===== config.mk =====
export PLATFORM = sky130hd
export DESIGN_NAME = efuse_macro_emu
export DESIGN_NICKNAME = d
export VERILOG_FILES = /design/src/rtl/efuse_pkg.sv /design/src/rtl/efuse_emu_array.sv /design/src/rtl/efuse_macro_emu.sv
export SDC_FILE = /design/constraint.sdc
export NUM_CORES = 1
export LEC_CHECK = 0
export CAP_MARGIN = 15
export CORE_ASPECT_RATIO = 1.4
export CORE_MARGIN = 5
export CORE_UTILIZATION = 40
export DETAILED_ROUTE_END_ITERATION = 8
export PLACE_DENSITY = 0.63
export SYNTH_ARGS = -nofsm -noshare
export SYNTH_HDL_FRONTEND = slang
export SYNTH_HIERARCHICAL = 1
export SYNTH_SLANG_ARGS = --single-unit

===== constraint.sdc =====
create_clock -name clk -period 2.9 [get_ports clk]
set_clock_uncertainty 0.05 [all_clocks]
set_input_delay 0.58 -clock clk [delete_from_list [all_inputs] [get_ports clk]]
set_output_delay 0.58 -clock clk [all_outputs]
set_load 0.02 [all_outputs]

===== src/rtl/efuse_pkg.sv =====
// Shared types and constants for the eFuse macro emulator.
package efuse_pkg;

    localparam int EFUSE_AW = 8;

    typedef enum logic [2:0] {
        ST_IDLE      = 3'd0,
        ST_ARM_PGM   = 3'd1,
        ST_ARM_RD    = 3'd2,
        ST_PGM_PULSE = 3'd3,
        ST_RD_PULSE  = 3'd4
    } efuse_emu_st_e;

    localparam int ERR_MODE  = 0;
    localparam int ERR_SETUP = 1;
    localparam int ERR_SHORT = 2;
    localparam int ERR_ABORT = 3;

endpackage


===== src/rtl/efuse_emu_array.sv =====
// Fuse storage: bits can only be set (blown); reset reloads the factory image.
module efuse_emu_array
    import efuse_pkg::*;
#(
    parameter int                    NBYTE    = 32,
    parameter logic [8*NBYTE-1:0]    INIT_VAL = '0
) (
    input  logic                clk,
    input  logic                rst,
    input  logic                set_en_i,
    input  logic [EFUSE_AW-1:0] set_idx_i,
    input  logic [EFUSE_AW-1:0] rd_addr_i,
    output logic [7:0]          rd_data_o
);

    localparam int NBIT = 8 * NBYTE;

    logic [NBIT-1:0] mem_q;

    always_ff @(posedge clk) begin
        if (rst) begin
            mem_q <= INIT_VAL;
        end else if (set_en_i && (int'(set_idx_i) < NBIT)) begin
            mem_q[set_idx_i] <= 1'b1;
        end
    end

    // Bytes past the array read as zero rather than aliasing.
    always_comb begin
        rd_data_o = '0;
        if (int'(rd_addr_i[EFUSE_AW-1:3]) < NBYTE) begin
            rd_data_o = mem_q[{rd_addr_i[EFUSE_AW-1:3], 3'b000} +: 8];
        end
    end

endmodule


===== src/rtl/efuse_macro_emu.sv =====
// Behavioural eFuse hard-macro emulator: pin-protocol FSM, pulse timing,
// sticky protocol errors and program-pulse counting in front of the fuse array.
module efuse_macro_emu
    import efuse_pkg::*;
#(
    parameter int                 NBYTE    = 32,
    parameter int                 TPGM_MIN = 4,
    parameter int                 TRD_MIN  = 2,
    parameter logic [8*NBYTE-1:0] INIT_VAL = '0
) (
    input  logic                clk,
    input  logic                rst,
    input  logic                efuse_pgmen_i,
    input  logic                efuse_rden_i,
    input  logic                efuse_aen_i,
    input  logic [EFUSE_AW-1:0] efuse_addr_i,
    output logic [7:0]          efuse_rdata_o,
    output logic [3:0]          err_o,
    input  logic                err_clr_i,
    output logic [8:0]          pgm_cnt_o,
    output logic [2:0]          dbg_state_o
);

    efuse_emu_st_e       state_q;
    logic                aen_q;
    logic [7:0]          cnt_q;
    logic [EFUSE_AW-1:0] addr_cap_q;
    logic [7:0]          rdata_q;
    logic [3:0]          err_q;
    logic [8:0]          pgm_cnt_q;

    logic       both_mode;
    logic       in_pgm;
    logic       in_rd;
    logic       pgm_commit;
    logic       rd_done;
    logic       rd_ok;
    logic       bit_in_range;
    logic [3:0] err_set;
    logic [7:0] arr_rdata;

    always_comb begin
        both_mode    = efuse_pgmen_i & efuse_rden_i;
        in_pgm       = (state_q == ST_PGM_PULSE);
        in_rd        = (state_q == ST_RD_PULSE);
        bit_in_range = int'(addr_cap_q) < 8 * NBYTE;
        pgm_commit   = !both_mode && in_pgm && !efuse_aen_i && (int'(cnt_q) >= TPGM_MIN);
        rd_done      = !both_mode && in_rd && !efuse_aen_i;
        rd_ok        = rd_done && (int'(cnt_q) >= TRD_MIN);

        err_set            = '0;
        err_set[ERR_MODE]  = both_mode;
        err_set[ERR_SETUP] = (state_q == ST_IDLE) && efuse_aen_i && !aen_q;
        err_set[ERR_SHORT] = !both_mode && !efuse_aen_i &&
                             ((in_pgm && (int'(cnt_q) < TPGM_MIN)) ||
                              (in_rd  && (int'(cnt_q) < TRD_MIN)));
        // Any wobble of address or the owning mode pin while the strobe is high.
        err_set[ERR_ABORT] = !both_mode && efuse_aen_i &&
                             ((in_pgm && ((efuse_addr_i != addr_cap_q) || !efuse_pgmen_i)) ||
                              (in_rd  && ((efuse_addr_i != addr_cap_q) || !efuse_rden_i)));
    end

    efuse_emu_array #(
        .NBYTE    (NBYTE),
        .INIT_VAL (INIT_VAL)
    ) u_array (
        .clk       (clk),
        .rst       (rst),
        .set_en_i  (pgm_commit),
        .set_idx_i (addr_cap_q),
        .rd_addr_i (addr_cap_q),
        .rd_data_o (arr_rdata)
    );

    always_ff @(posedge clk) begin
        if (rst) begin
            state_q    <= ST_IDLE;
            aen_q      <= 1'b0;
            cnt_q      <= '0;
            addr_cap_q <= '0;
            rdata_q    <= '0;
            err_q      <= '0;
            pgm_cnt_q  <= '0;
        end else begin
            aen_q <= efuse_aen_i;
            err_q <= (err_clr_i ? 4'b0000 : err_q) | err_set;

            if (pgm_commit && bit_in_range && (pgm_cnt_q != 9'h1FF)) begin
                pgm_cnt_q <= pgm_cnt_q + 9'd1;
            end
            if (rd_done) begin
                rdata_q <= rd_ok ? arr_rdata : 8'h00;
            end

            if (both_mode) begin
                state_q <= ST_IDLE;
            end else begin
                case (state_q)
                    ST_IDLE: begin
                        // A strobe already high keeps us here until it drops.
                        if (!efuse_aen_i) begin
                            if (efuse_pgmen_i)     state_q <= ST_ARM_PGM;
                            else if (efuse_rden_i) state_q <= ST_ARM_RD;
                        end
                    end
                    ST_ARM_PGM: begin
                        if (!efuse_pgmen_i) begin
                            state_q <= ST_IDLE;
                        end else if (efuse_aen_i) begin
                            state_q    <= ST_PGM_PULSE;
                            cnt_q      <= 8'd1;
                            addr_cap_q <= efuse_addr_i;
                        end
                    end
                    ST_ARM_RD: begin
                        if (!efuse_rden_i) begin
                            state_q <= ST_IDLE;
                        end else if (efuse_aen_i) begin
                            state_q    <= ST_RD_PULSE;
                            cnt_q      <= 8'd1;
                            addr_cap_q <= efuse_addr_i;
                        end
                    end
                    ST_PGM_PULSE: begin
                        if (efuse_aen_i) begin
                            if (err_set[ERR_ABORT]) state_q <= ST_IDLE;
                            else if (cnt_q != 8'hFF) cnt_q <= cnt_q + 8'd1;
                        end else begin
                            state_q <= efuse_pgmen_i ? ST_ARM_PGM : ST_IDLE;
                        end
                    end
                    ST_RD_PULSE: begin
                        if (efuse_aen_i) begin
                            if (err_set[ERR_ABORT]) state_q <= ST_IDLE;
                            else if (cnt_q != 8'hFF) cnt_q <= cnt_q + 8'd1;
                        end else begin
                            state_q <= efuse_rden_i ? ST_ARM_RD : ST_IDLE;
                        end
                    end
                    default: state_q <= ST_IDLE;
                endcase
            end
        end
    end

    assign efuse_rdata_o = rdata_q;
    assign err_o         = err_q;
    assign pgm_cnt_o     = pgm_cnt_q;
    assign dbg_state_o   = state_q;

endmodule


* After elaboration in Yosys (flattened, before gate mapping)
Cells that the tools add are included.
Cells by class: mux-type cells 28, add/subtract/negate cells 2, bitwise operators 4, equal/unequal tests 16, reductions and logical operators 35, magnitude comparators 6, shift-type cells 1
Operators by type and width (number):
- $or A256 B256 Y256 | 1
- $shiftx A256 B9 Y8 | 1
- $mux W8 | 10
- $mux W3 | 10
- $pmux W8 S3 | 1
- $logic_and A1 B1 Y1 | 18
- $pmux W8 S2 | 1
- $pmux W3 S5 | 1
- $add A9 B1 Y9 const B | 1
- $lt A8 B9 Y1 const B | 1
- $ne A3 B3 Y1 const B | 3
- $ne A9 B9 Y1 const B | 1
- $add A8 B1 Y8 const B | 1
- $demux W1 S8 | 1
- $ge A8 B1 Y1 const B | 1
- $ge A8 B2 Y1 const B | 1
- $ge A8 B3 Y1 const B | 1
- $lt A8 B2 Y1 const B | 1
- $lt A8 B3 Y1 const B | 1
- $ne A2 B2 Y1 const B | 4
- $ne A8 B8 Y1 | 1
- $ne A8 B8 Y1 const B | 1
- $reduce_and A4 Y1 | 2
- $reduce_and A7 Y1 | 1
- 16 further kinds | 27
Storage, ports and cells: output and inout port bits 24, register bits after elaboration 297, bits of input ports 14, logic and storage cells 100

* Longest topological paths before layout
depth in word-level cells 8, gate-level depth with buffers 9, mapped depth without buffers 8

* Cells and area by module
The synthesis kept the hierarchy.
By module, submodules not included:
- efuse_emu_array | sequential area each 5124.9 µm², instances 1, area each 10486.3 µm², cells an instance 1025
- efuse_macro_emu | sequential area each 820.8 µm², instances 1, area each 2173.3 µm², cells an instance 251

* Worst setup path before layout
Ideal clock, no wire load.
path type flip-flop to flip-flop, from reg addr_cap_q[5], to reg rdata_q[0], in the netlist efuse_rdata_o[0], data arrival time 2.333 ns, setup slack 0.390 ns, data required time 2.722 ns, library setup time 0.128 ns, buffers on the path 2, clock period less this slack 2.510 ns, cell stages (with the launch flop) 8, path through dfxtp_1 > clkbuf_1 > clkbuf_1 > mux4_2 > mux4_2 > mux2_2 > a22oi_1 > nor2_1
On the way: word-level cells in the longest chain between the ends 2
Ends and longest elaborated chain:
- start, declared | line efuse_macro_emu.sv:27 | logic [EFUSE_AW-1:0] addr_cap_q;
- start signal, assigned | line efuse_macro_emu.sv:112 | addr_cap_q <= efuse_addr_i;
- start signal, assigned | line efuse_macro_emu.sv:121 | addr_cap_q <= efuse_addr_i;
- $shiftx A256 B9 Y8 | line efuse_emu_array.sv:32 | rd_data_o = mem_q[{rd_addr_i[EFUSE_AW-1:3], 3'b000} +: 8];
- via arr_rdata[0] | line efuse_macro_emu.sv:40 | logic [7:0] arr_rdata;
- $mux W8 | line efuse_macro_emu.sv:92 | rdata_q <= rd_ok ? arr_rdata : 8'h00;
- end signal, assigned | line efuse_macro_emu.sv:92
- end, declared | line efuse_macro_emu.sv:28 | logic [7:0] rdata_q;
The timed path passes the listed nets, and every way through them passes these cells. A chain may end at the register's enable or synchronous reset.

* Final worst setup path
from reg addr_cap_q[4], to reg rdata_q[3], in the netlist efuse_rdata_o[3]
The elaborated chain is that of the path after synthesis.

==> impl_metrics.tcl <==
set metrics [dict create \
    grt_pass1_wl_mm 53.5 \
    avgSynthCellArea_um2 9.92 \
    drive_gt1_share_pct 19.0 \
    reg2reg_depth 6 \
    fillers 2858 \
    fin_crit_sh_pct 90.8 \
    reg2reg_slack_ps 270 \
    regToRegEndpoint "efuse_rdata_o[3]$_SDFFE_PP0P_" \
    grt_overflow_total 0 \
    worst_pin_slew_ps 738 \
    ys_warn_count 6 \
    die_w_um 160 \
    synthFlopType "dfxtp_1" \
    num_io_pins 38 \
    netlist_area_um2 12700 \
    ant_nets 0 \
    critical_path_class "flip-flop to flip-flop" \
    diodes 0 \
    row_count 77 \
    slew_viol_final 0 \
    synth.distinct_cells 62 \
    core_um2 31400 \
    start_util_pct 40.3 \
    synth_top_area_share_pct 47.0 \
    cts_htree_levels 1 \
    die_height_um 220 \
    dp_cells 1631 \
    synth_edf_count 0 \
    worstReg2RegStart "addr_cap_q[4]$_SDFFE_PP0P_" \
    place_hpwl_mm 20.7 \
    area_delta_synth_final_pct 16.7 \
    yosysSeqAreaShare_pct 47.0 \
    syn_inst 1276 \
    die_area_um2 35400 \
    postSynth.asyncResetShare_pct 0 \
    clk_pin_slew_ps 60 \
    synth_top_area_cell "dfxtp_1" \
    outcome "finished clean" \
    rsz0062_at_grt "no" \
    stdcell_count 1680 \
    totalWireLength_mm 32.7 \
    dr.pass1.iters 5 \
    grt_max_degree 132 \
    worst_setup_path_end_kind "flip-flop" \
    final-hold-violation-count 0 \
    cts_setup_buffers 0 \
    vdd_ir_drop_max_mv 0.413 \
    syn_nets 1294 \
    fin_crit_ps 2630 \
    ys_top_cells_by_area "dfxtp_1 47%, mux4_2 14%, a31oi_1 13%" \
    layout.cells.most_common_list "293 x dfxtp_1, 285 x nor2_1, 257 x a31oi_1" \
    remaining_drc_errors 0 \
    avgRoutedWirePerCell_um 19.4 \
    cp.arrival_ps 3010 \
    vias 9969 \
    cts_tree "yes" \
    leakage_uw 0.00510 \
    start_kind "flip-flop" \
    place.gp.congestion 0.875 \
    ys_ff_latch 297 \
    fmax_mhz 380 \
    fin_nets 1284 \
    hold_buffers 0 \
    cp_max_fo 22 \
    grt_pass1_vias 9944 \
    clockBufferDepth 3 \
    layout_commonest_cell "dfxtp_1" \
    drv_cap 0 \
    antenna_found_initial 0 \
    drtIter0Drc 768 \
    slew_headroom_pct 50.8 \
    hold_path_class "flip-flop to flip-flop" \
    io_buffers 37 \
    power_density_nw_per_um2 542 \
    finalSetupTns_ps 0 \
    clk_latency_ps 550 \
    viasPerCell 5.93 \
    setup_viol 0 \
    post_cts_resized 0 \
    cts-root-buf "clkbuf_16" \
    critPathLaunch "addr_cap_q[4]$_SDFFE_PP0P_" \
    clock-sinks 297 \
    cts-buffers-inserted 28 \
    worstPathRequired_ps 3280 \
    crit_path_end "efuse_rdata_o[3]$_SDFFE_PP0P_" \
    grt_usage_pct 18.4 \
]
## through the flow
step / setup slack [ps] / utilization (%) / cell area, µm² / power (µW) / hold WS [ps]
2_1_floorplan: 390 / - / 12700 / 4320 / 382
3_3_place_gp: 179 / 44.1 / 13800 / 4400 / 391
3_5_place_dp: 142 / 44.1 / 13800 / 4400 / 399
4_1_cts: 239 / 47.0 / 14800 / 8090 / 411
5_1_grt: 145 / 47.0 / 14800 / 8260 / 432
6_report: 267 / 47.0 / 14800 / 8000 / 410
## logic make-up (layout without fill, tap and decap cells)
| family | Yosys count | after routing | share of synthesized area, % |
|---|---|---|---|
| adder cells (fa/ha/maj) | 4 | 4 | 0.395 |
| flip-flops | 297 | 297 | 47.0 |
| XOR/XNOR | 15 | 15 | 1.04 |
| AO/OA/AOI/OAI | 315 | 315 | 16.1 |
| buffers and inverters | 159 | 168 | 5.34 |
| AND/OR/NAND/NOR | 395 | 395 | 15.0 |
| multiplexers | 91 | 91 | 15.2 |
## synthesized netlist by cell type, drive strengths merged, types with 5 or more instances
| cell type | number |
|---|---|
| xor2 | 14 |
| inv | 8 |
| nor4b | 9 |
| nor4 | 6 |
| mux4 | 80 |
| or4 | 5 |
| a21oi | 18 |
| buf | 33 |
| a22oi | 9 |
| dfxtp | 297 |
| nor4bb | 14 |
| and4b | 7 |
| nand2 | 31 |
| clkbuf | 118 |
| nor2 | 285 |
| mux2 | 8 |
| o21ai | 7 |
| a31oi | 257 |
## worst min path at each step
stage | start | end | cells after the start | slack [ps]
detailed placement | u_array/mem_q[108]$_SDFFE_PP0P_ | u_array/mem_q[108]$_SDFFE_PP0P_ | 2 | 400
global placement | u_array/mem_q[100]$_SDFFE_PP0P_ | u_array/mem_q[100]$_SDFFE_PP0P_ | 2 | 390
global route | rst | efuse_rdata_o[1]$_SDFFE_PP0P_ | 2 | 430
floorplan | u_array/mem_q[100]$_SDFFE_PP0P_ | u_array/mem_q[100]$_SDFFE_PP0P_ | 2 | 380
finish | u_array/mem_q[172]$_SDFFE_PP0P_ | u_array/mem_q[172]$_SDFFE_PP0P_ | 2 | 410
CTS | rst | efuse_rdata_o[1]$_SDFFE_PP0P_ | 2 | 410
## worst max-delay path, cell delays in order (launching register included)
cell,delay (ps)
dfxtp_4,620
buf_12,270
mux4_2,530
mux4_2,500
mux2_2,310
a22oi_1,170
nor2_1,50
## power by group
group | internal [µW] | switching (µW) | total, µW
clock network | 2140 | 1550 | 3690
registers | 4080 | 11.3 | 4090
logic | 70.7 | 142 | 212
## flip-flops by register name, indices dropped and copies added, names as in the netlist
register / count
addr_cap_q: 8
aen_q: 1
cnt_q: 8
dbg_state_o: 3
efuse_rdata_o: 8
err_o: 4
pgm_cnt_o: 9
u_array/mem_q: 256
## final cells by class
type                    count  area, µm²  area share, %
repair buffers            111       1140           7.74
clock inverters            13        154           1.04
flip-flops and latches    297       5960           40.3
clock buffers              36        771           5.22
multi-input cells         820       6220           42.1
well taps                 395        494           3.35
inverters                   8       30.0          0.203
## layer usage
metal / track usage [%] / vias up / wire, µm
met5: 0 / - / 0
met4: 6.28 / 0 / 835
met3: 2.33 / 61 / 1490
met2: 33.5 / 278 / 16600
met1: 22.4 / 4931 / 13800
li1: - / 4699 / -
No activity file was read; power rests on OpenSTA's default activity.
